===== config.mk =====
export PLATFORM = sky130hd
export DESIGN_NAME = linear_slice_sched
export DESIGN_NICKNAME = d
export VERILOG_FILES = /design/src/rtl/linear_pkg.sv /design/src/rtl/pulse_delay.sv /design/src/rtl/linear_slice_sched.sv
export SDC_FILE = /design/constraint.sdc
export NUM_CORES = 1
export LEC_CHECK = 0
export CAP_MARGIN = 0
export CORE_ASPECT_RATIO = 0.5
export CORE_UTILIZATION = 30
export DETAILED_ROUTE_END_ITERATION = 10
export SYNTH_ARGS = -nofsm -noshare
export SYNTH_HDL_FRONTEND = slang
export SYNTH_SLANG_ARGS = --single-unit

===== constraint.sdc =====
create_clock -name clk -period 3.85 [get_ports clk]
set_input_delay 0.77 -clock clk [delete_from_list [all_inputs] [get_ports clk]]
set_output_delay 0.77 -clock clk [all_outputs]
set_load 0.1 [all_outputs]

===== src/rtl/linear_pkg.sv =====
// Shared types and width helpers for the sliced linear-layer scheduler.
package linear_pkg;

   typedef enum logic [1:0] {
      IDLE  = 2'd0,
      RUN   = 2'd1,
      DRAIN = 2'd2,
      OUT   = 2'd3
   } sched_state_t;

   // Index width for a range of n values; never narrower than one bit.
   function automatic int idx_w(input int n);
      return (n <= 2) ? 1 : $clog2(n);
   endfunction

endpackage


===== src/rtl/pulse_delay.sv =====
// Fixed-depth delay line with async reset. An async reset empties it, so
// nothing that was in flight comes out after the reset.
module pulse_delay #(
   parameter int DEPTH = 1,
   parameter int W     = 1
) (
   input  logic         clk,
   input  logic         rst,
   input  logic [W-1:0] d,
   output logic [W-1:0] q
);

   logic [W-1:0] stage [DEPTH];

   // Shift d one stage per clock; reset clears every stage.
   always_ff @(posedge clk or negedge rst) begin
      if (!rst) begin
         // NOTE: this array is reset on purpose; it holds control pulses that must be flushed on reset, unlike a data memory.
         for (int i = 0; i < DEPTH; i++) stage[i] <= '0;
      end else begin
         // NOTE: non-blocking assignments make every stage take its neighbour's old value, so the order of these lines does not matter.
         stage[0] <= d;
         for (int i = 1; i < DEPTH; i++) stage[i] <= stage[i-1];
      end
   end

   assign q = stage[DEPTH-1];

endmodule


===== src/rtl/linear_slice_sched.sv =====
// Scheduler for the sliced linear layer. It accepts a feature vector, then
// walks rows x slices x beats to drive the MAC array. It drains the MAC
// pipeline and then holds the result until downstream takes it.
module linear_slice_sched
   import linear_pkg::*;
#(
   parameter int N               = 24,
   parameter int M               = 16,
   parameter int NUM_SLICES      = 2,
   parameter int MUL_PER_FEATURE = 6,
   parameter int MAC_LAT         = 2
) (
   input  logic                  clk,
   input  logic                  rst,
   input  logic                  in_valid,
   output logic                  in_ready,
   output logic                  feat_latch,
   output logic                  mac_en,
   output logic                  mac_clr,
   output logic                  mac_last,
   output logic [idx_w(N)-1:0]   feat_idx,
   output logic [idx_w(M)-1:0]   row_idx,
   output logic                  wb_en,
   output logic [idx_w(M)-1:0]   wb_row,
   output logic                  out_valid,
   input  logic                  out_ready,
   output logic                  busy
);

   // The divisors are guarded so that an illegal setting reaches the
   // parameter check below instead of failing on a divide by zero.
   localparam int NS_SAFE   = (NUM_SLICES < 1) ? 1 : NUM_SLICES;
   localparam int MPF_SAFE  = (MUL_PER_FEATURE < 1) ? 1 : MUL_PER_FEATURE;
   localparam int SLICE_LEN = N / NS_SAFE;
   localparam int BPS       = SLICE_LEN / MPF_SAFE;

   localparam int FW = idx_w(N);
   localparam int RW = idx_w(M);
   localparam int BW = idx_w(BPS);
   localparam int SW = idx_w(NUM_SLICES);
   localparam int DW = idx_w(MAC_LAT);

   localparam logic [BW-1:0] BEAT_MAX  = BW'(BPS - 1);
   localparam logic [SW-1:0] SLICE_MAX = SW'(NUM_SLICES - 1);
   localparam logic [RW-1:0] ROW_MAX   = RW'(M - 1);
   localparam logic [DW-1:0] DRAIN_MAX = DW'(MAC_LAT - 1);
   // With one slice of one beat, the first beat of a row is also its last.
   localparam logic          FIRST_IS_LAST = (NUM_SLICES == 1) && (BPS == 1);

   if (NUM_SLICES < 1 || MUL_PER_FEATURE < 1 || MAC_LAT < 1 || M < 1 || N < 1 ||
       (N % (NS_SAFE * MPF_SAFE)) != 0 || BPS < 1) begin : g_bad_params
      $error("linear_slice_sched: illegal parameters N=%0d M=%0d NUM_SLICES=%0d MUL_PER_FEATURE=%0d MAC_LAT=%0d",
             N, M, NUM_SLICES, MUL_PER_FEATURE, MAC_LAT);
      $fatal(1, "linear_slice_sched: N must be a multiple of NUM_SLICES*MUL_PER_FEATURE");
   end

   sched_state_t  state_q;
   logic [BW-1:0] beat_q;
   logic [SW-1:0] slice_q;
   logic [RW-1:0] row_q;
   logic [DW-1:0] drain_q;

   logic [BW-1:0] beat_n;
   logic [SW-1:0] slice_n;
   logic [RW-1:0] row_n;
   logic [FW-1:0] feat_idx_n;
   logic          clr_n;
   logic          last_n;
   logic          final_beat;

   // Next beat position. The inner counter wraps into the outer one, and the
   // MAC outputs for that position are decoded here.
   always_comb begin
      // NOTE: in combinational logic every output is given a default first, so no path leaves it unassigned and no latch is inferred.
      beat_n     = beat_q;
      slice_n    = slice_q;
      row_n      = row_q;
      final_beat = 1'b0;
      if (beat_q == BEAT_MAX) begin
         beat_n = '0;
         if (slice_q == SLICE_MAX) begin
            slice_n    = '0;
            row_n      = row_q + RW'(1);
            final_beat = (row_q == ROW_MAX);
         end else begin
            slice_n = slice_q + SW'(1);
         end
      end else begin
         beat_n = beat_q + BW'(1);
      end
      feat_idx_n = FW'(int'(slice_n) * SLICE_LEN + int'(beat_n) * MUL_PER_FEATURE);
      clr_n      = (slice_n == '0) && (beat_n == '0);
      last_n     = (slice_n == SLICE_MAX) && (beat_n == BEAT_MAX);
   end

   assign feat_latch = in_valid & in_ready;
   assign busy       = (state_q != IDLE);

   // Scheduler FSM: the state, the counters and the registered outputs.
   always_ff @(posedge clk or negedge rst) begin
      if (!rst) begin
         state_q   <= IDLE;
         beat_q    <= '0;
         slice_q   <= '0;
         row_q     <= '0;
         drain_q   <= '0;
         in_ready  <= 1'b0;
         mac_en    <= 1'b0;
         mac_clr   <= 1'b0;
         mac_last  <= 1'b0;
         feat_idx  <= '0;
         row_idx   <= '0;
         out_valid <= 1'b0;
      end else begin
         case (state_q)
            IDLE: begin
               if (feat_latch) begin
                  state_q  <= RUN;
                  in_ready <= 1'b0;
                  beat_q   <= '0;
                  slice_q  <= '0;
                  row_q    <= '0;
                  mac_en   <= 1'b1;
                  mac_clr  <= 1'b1;
                  mac_last <= FIRST_IS_LAST;
                  feat_idx <= '0;
                  row_idx  <= '0;
               end else begin
                  in_ready <= 1'b1;
               end
            end
            RUN: begin
               if (final_beat) begin
                  state_q  <= DRAIN;
                  drain_q  <= '0;
                  mac_en   <= 1'b0;
                  mac_clr  <= 1'b0;
                  mac_last <= 1'b0;
                  feat_idx <= '0;
                  row_idx  <= '0;
               end else begin
                  beat_q   <= beat_n;
                  slice_q  <= slice_n;
                  row_q    <= row_n;
                  mac_clr  <= clr_n;
                  mac_last <= last_n;
                  feat_idx <= feat_idx_n;
                  row_idx  <= row_n;
               end
            end
            DRAIN: begin
               if (drain_q == DRAIN_MAX) begin
                  state_q   <= OUT;
                  out_valid <= 1'b1;
               end else begin
                  drain_q <= drain_q + DW'(1);
               end
            end
            OUT: begin
               if (out_ready) begin
                  state_q   <= IDLE;
                  out_valid <= 1'b0;
                  in_ready  <= 1'b1;
               end
            end
            default: state_q <= IDLE;
         endcase
      end
   end

   logic [RW:0] wb_bus;

   pulse_delay #(
      .DEPTH (MAC_LAT),
      .W     (RW + 1)
   ) u_wb_delay (
      .clk (clk),
      .rst (rst),
      .d   ({mac_last, row_idx}),
      .q   (wb_bus)
   );

   assign wb_en  = wb_bus[RW];
   assign wb_row = wb_bus[RW-1:0];

endmodule


==> run metrics <==
Distinct cells, synth 36; WL/cell between 10 and 15 microns; CP Capture Type output port; Mapped Area about 1400 sq um; Avg Inst Size Synth 11.4 sq um; top cell family by delay on the critical path buffers and inverters; clock-pin slew of the registers on the worst-case setup and hold paths about 60 ps; unrepaired setup endpoints after global routing no; FF-to-FF setup slack 2090 ps; IO Pins 25; Die Width 99.3 microns; Die ar. ~5000 sq um; synth top area cells dfrtp_1 55%, ha_1 7.0%, buf_4 4.2%, a21oi_1 2.8%, a22o_2 2.8%; Hold Path Cell Cnt 0; top cell type's share of synthesized area 0.546; IO buf count 23; vias after detailed routing 980; Most used DFF post-synth dfrtp_1; slowest CP cell clkdlybuf4s50_1; DRT antenna net count 0; Async SR Flop Fraction 1.00; Seq/Total Area, Yosys 0.546; initial antenna violation count 0; Crit path required time 3080 ps; Synthesized Nets 137; Worst R2R End row_q[1]; Gate Count Post-Synth approximately 130; setup tns final 0 ps; routed vias/inst between 4 and 5; CP Class reg -> out; Final Core Density 0.390; final setup skew around 6.4 ps; clk_lat worst skew 290 ps; post-CTS setup buffers 0; number of fill cells between 400 and 500; time the worst path needs with I/O delays and setup approximately 2700 ps; DRT Wirelength around 2700 microns; H-tree level count 2; Root Driver clkbuf_8; final hold vios 0; commonest cells in the netlist 31 x dfrtp_1, 9 x nand2_1, 8 x a21oi_1, 8 x buf_4, 8 x ha_1; ratio of final minimum period to clock period 0.691; Slew @ Worst Pin between 1000 and 1500 ps; cell taking the most area after synthesis dfrtp_1; core area 4470 sq um; outcome finished, final reports clean; gr usage total 0.117; hpwl dp approximately 1900 microns; leakage between 0.7 and 0.8 nW; critical path arrival about 1900 ps; hold path startpoint u_wb_delay.stage[9]; gr ovfl total 0; Post-CTS Hold Buffers 0; CTS tree done; Max VDD drop between 0.0001 and 0.00015 V; die height 50.7 microns; pwr dens approximately 350 nW/um^2; Worst Hold Path EP u_wb_delay.q[4]; Setup-failing EPs final 0; CTS max path bufs 2; number of flops mapped to enable cells by yosys 0; antenna fix cells 0; Seq cells post-synth 31; critical path, cell by cell clkdlybuf4s50_1; Hold Path Class reg -> reg; Clock Sinks 31; PostCTS Resize Cnt 0; max-slew headroom at the worst pin 0.326; Pre-Repair DR Iteration Count 4; Starting Density 0.318; Placer Congestion 0.739; NumNets Final roughly 160; buffers and inverters on the worst path 1; startpoint types flop; global-route wire length before repair approximately 4400 microns; layout cells sized above 1 0.150; vias in the first global route 961; Max FO, Critical Path 4; area delta synth->final 22.7%; standard-cell row count 17; DRC 0; Max stage delay on crit path 1190 ps; DRT iter0 DRCs 44; largest net degree at the start of global routing 32; Peak Freq ~380 MHz; CTS Buf Count 5; Reg-to-Reg Start state_q[0]; Max-Cap Viols 0; most common cell in the netlist dfrtp_1; depth of the most critical reg-to-reg path 7; Syn. warnings 0; max-slew violations 0
-- power by group --
part	switching, W	total [W]	internal, W
combinational	0.0000155	0.0000197	0.00000420
sequential	0	0.000326	0.000326
clock	0.000119	0.000259	0.000140
-- metrics by stage --
stage	power, W	setup slack [ps]	std cells	hold WS (ps)	area, sq um
2_1_floorplan	0.000342	1340	125	331	1420
4_1_cts	0.000607	1200	204	351	1740
3_5_place_dp	0.000352	1380	197	337	1660
6_report	0.000605	1190	204	348	1740
3_3_place_gp	0.000352	1390	197	332	1660
5_1_grt	0.000624	1170	204	358	1740
-- state kept, by name, summed over array words and instances, names as in the netlist --
register and count:
u_wb_delay.q 5, u_wb_delay.stage 5, feat_idx 4, row_idx 4
row_q 4, state_q 2, beat_q 1, drain_q 1
in_ready 1, mac_clr 1, mac_en 1, out_valid 1
slice_q 1
-- worst register-to-register path, stage by stage (launching register included) --
cell     delay, ps
dfrtp_1        380
inv_1          100
ha_1           300
a21bo_4        260
o21ai_0         90
buf_4          200
a21o_1         160
a21o_1         170
-- cell families (layout without fill, tap and decap cells) --
| group | after synthesis | after routing | synth area share |
|---|---|---|---|
| compound gates | 37 | 37 | 0.188 |
| xor+xnor | 3 | 3 | 0.0185 |
| fa+ha+maj | 8 | 8 | 0.0704 |
| buf+inv | 17 | 39 | 0.0722 |
| flops | 31 | 31 | 0.546 |
| mux | 2 | 2 | 0.0150 |
| other cells | 1 | 1 | 0.00264 |
| simple gates | 26 | 26 | 0.0872 |
-- how the worst max path moves through the flow --
stage / start / endpoint / slack [ps] / depth (start not counted)
global route: in_ready / in_ready / 1170 / 1
finish: in_ready / in_ready / 1190 / 1
CTS: in_ready / in_ready / 1200 / 1
detailed placement: in_valid / feat_latch / 1380 / 4
global placement: in_valid / feat_latch / 1390 / 4
floorplan: in_ready / feat_latch / 1340 / 2
-- metal layers --
| metal | up-vias | track usage | part of all wire |
|---|---|---|---|
| met1 | 477 | 0.141 | 0.46 |
| met3 | 3 | 0.0362 | 0.060 |
| met2 | 31 | 0.188 | 0.47 |
| li1 | 469 | - | - |
| met4 | 0 | 0.0637 | 0.0064 |
| met5 | - | 0 | 0 |
-- layout make-up --
type                            count  area [sq um]  share of cell area
Tap cell                           57          71.3              0.0409
Clock inverter                      1          5.00             0.00287
Inverter                            7          26.3              0.0151
Clock buffer                        6          82.6              0.0473
Multi-Input combinational cell     77           543               0.311
Timing Repair Buffer               25           240               0.138
Sequential cell                    31           776               0.445
-- cell usage in the layout, fill, tap and decap left out --
| master | n |
|---|---|
| o2bb2ai_1 | 1 |
| clkdlybuf4s50_1 | 21 |
| mux2i_1 | 1 |
| inv_1 | 7 |
| a22o_1 | 1 |
| and2_4 | 1 |
| a22o_2 | 4 |
| o32a_1 | 1 |
| clkinv_2 | 1 |
| nand3_1 | 4 |
| o21ai_0 | 7 |
| buf_4 | 4 |
| xor2_1 | 1 |
| a41oi_1 | 1 |
| clkbuf_8 | 6 |
| ha_1 | 8 |
| a22oi_1 | 1 |
| nand2_1 | 9 |
| mux2_2 | 1 |
| a21oi_1 | 8 |
| nand2_2 | 1 |
| xnor2_1 | 2 |
| conb_1 | 1 |
| o21ai_1 | 1 |
| a221o_1 | 1 |
| nor2_1 | 7 |
| o211ai_2 | 1 |
| o21a_1 | 1 |
| a21o_1 | 4 |
| a31oi_1 | 3 |
| or3_1 | 1 |
| dfrtp_1 | 31 |
| a21bo_4 | 1 |
| and3_1 | 1 |
| nand3_2 | 1 |
| nor2b_1 | 1 |
| a21oi_2 | 1 |
No activity file was read; power rests on OpenSTA's default activity.
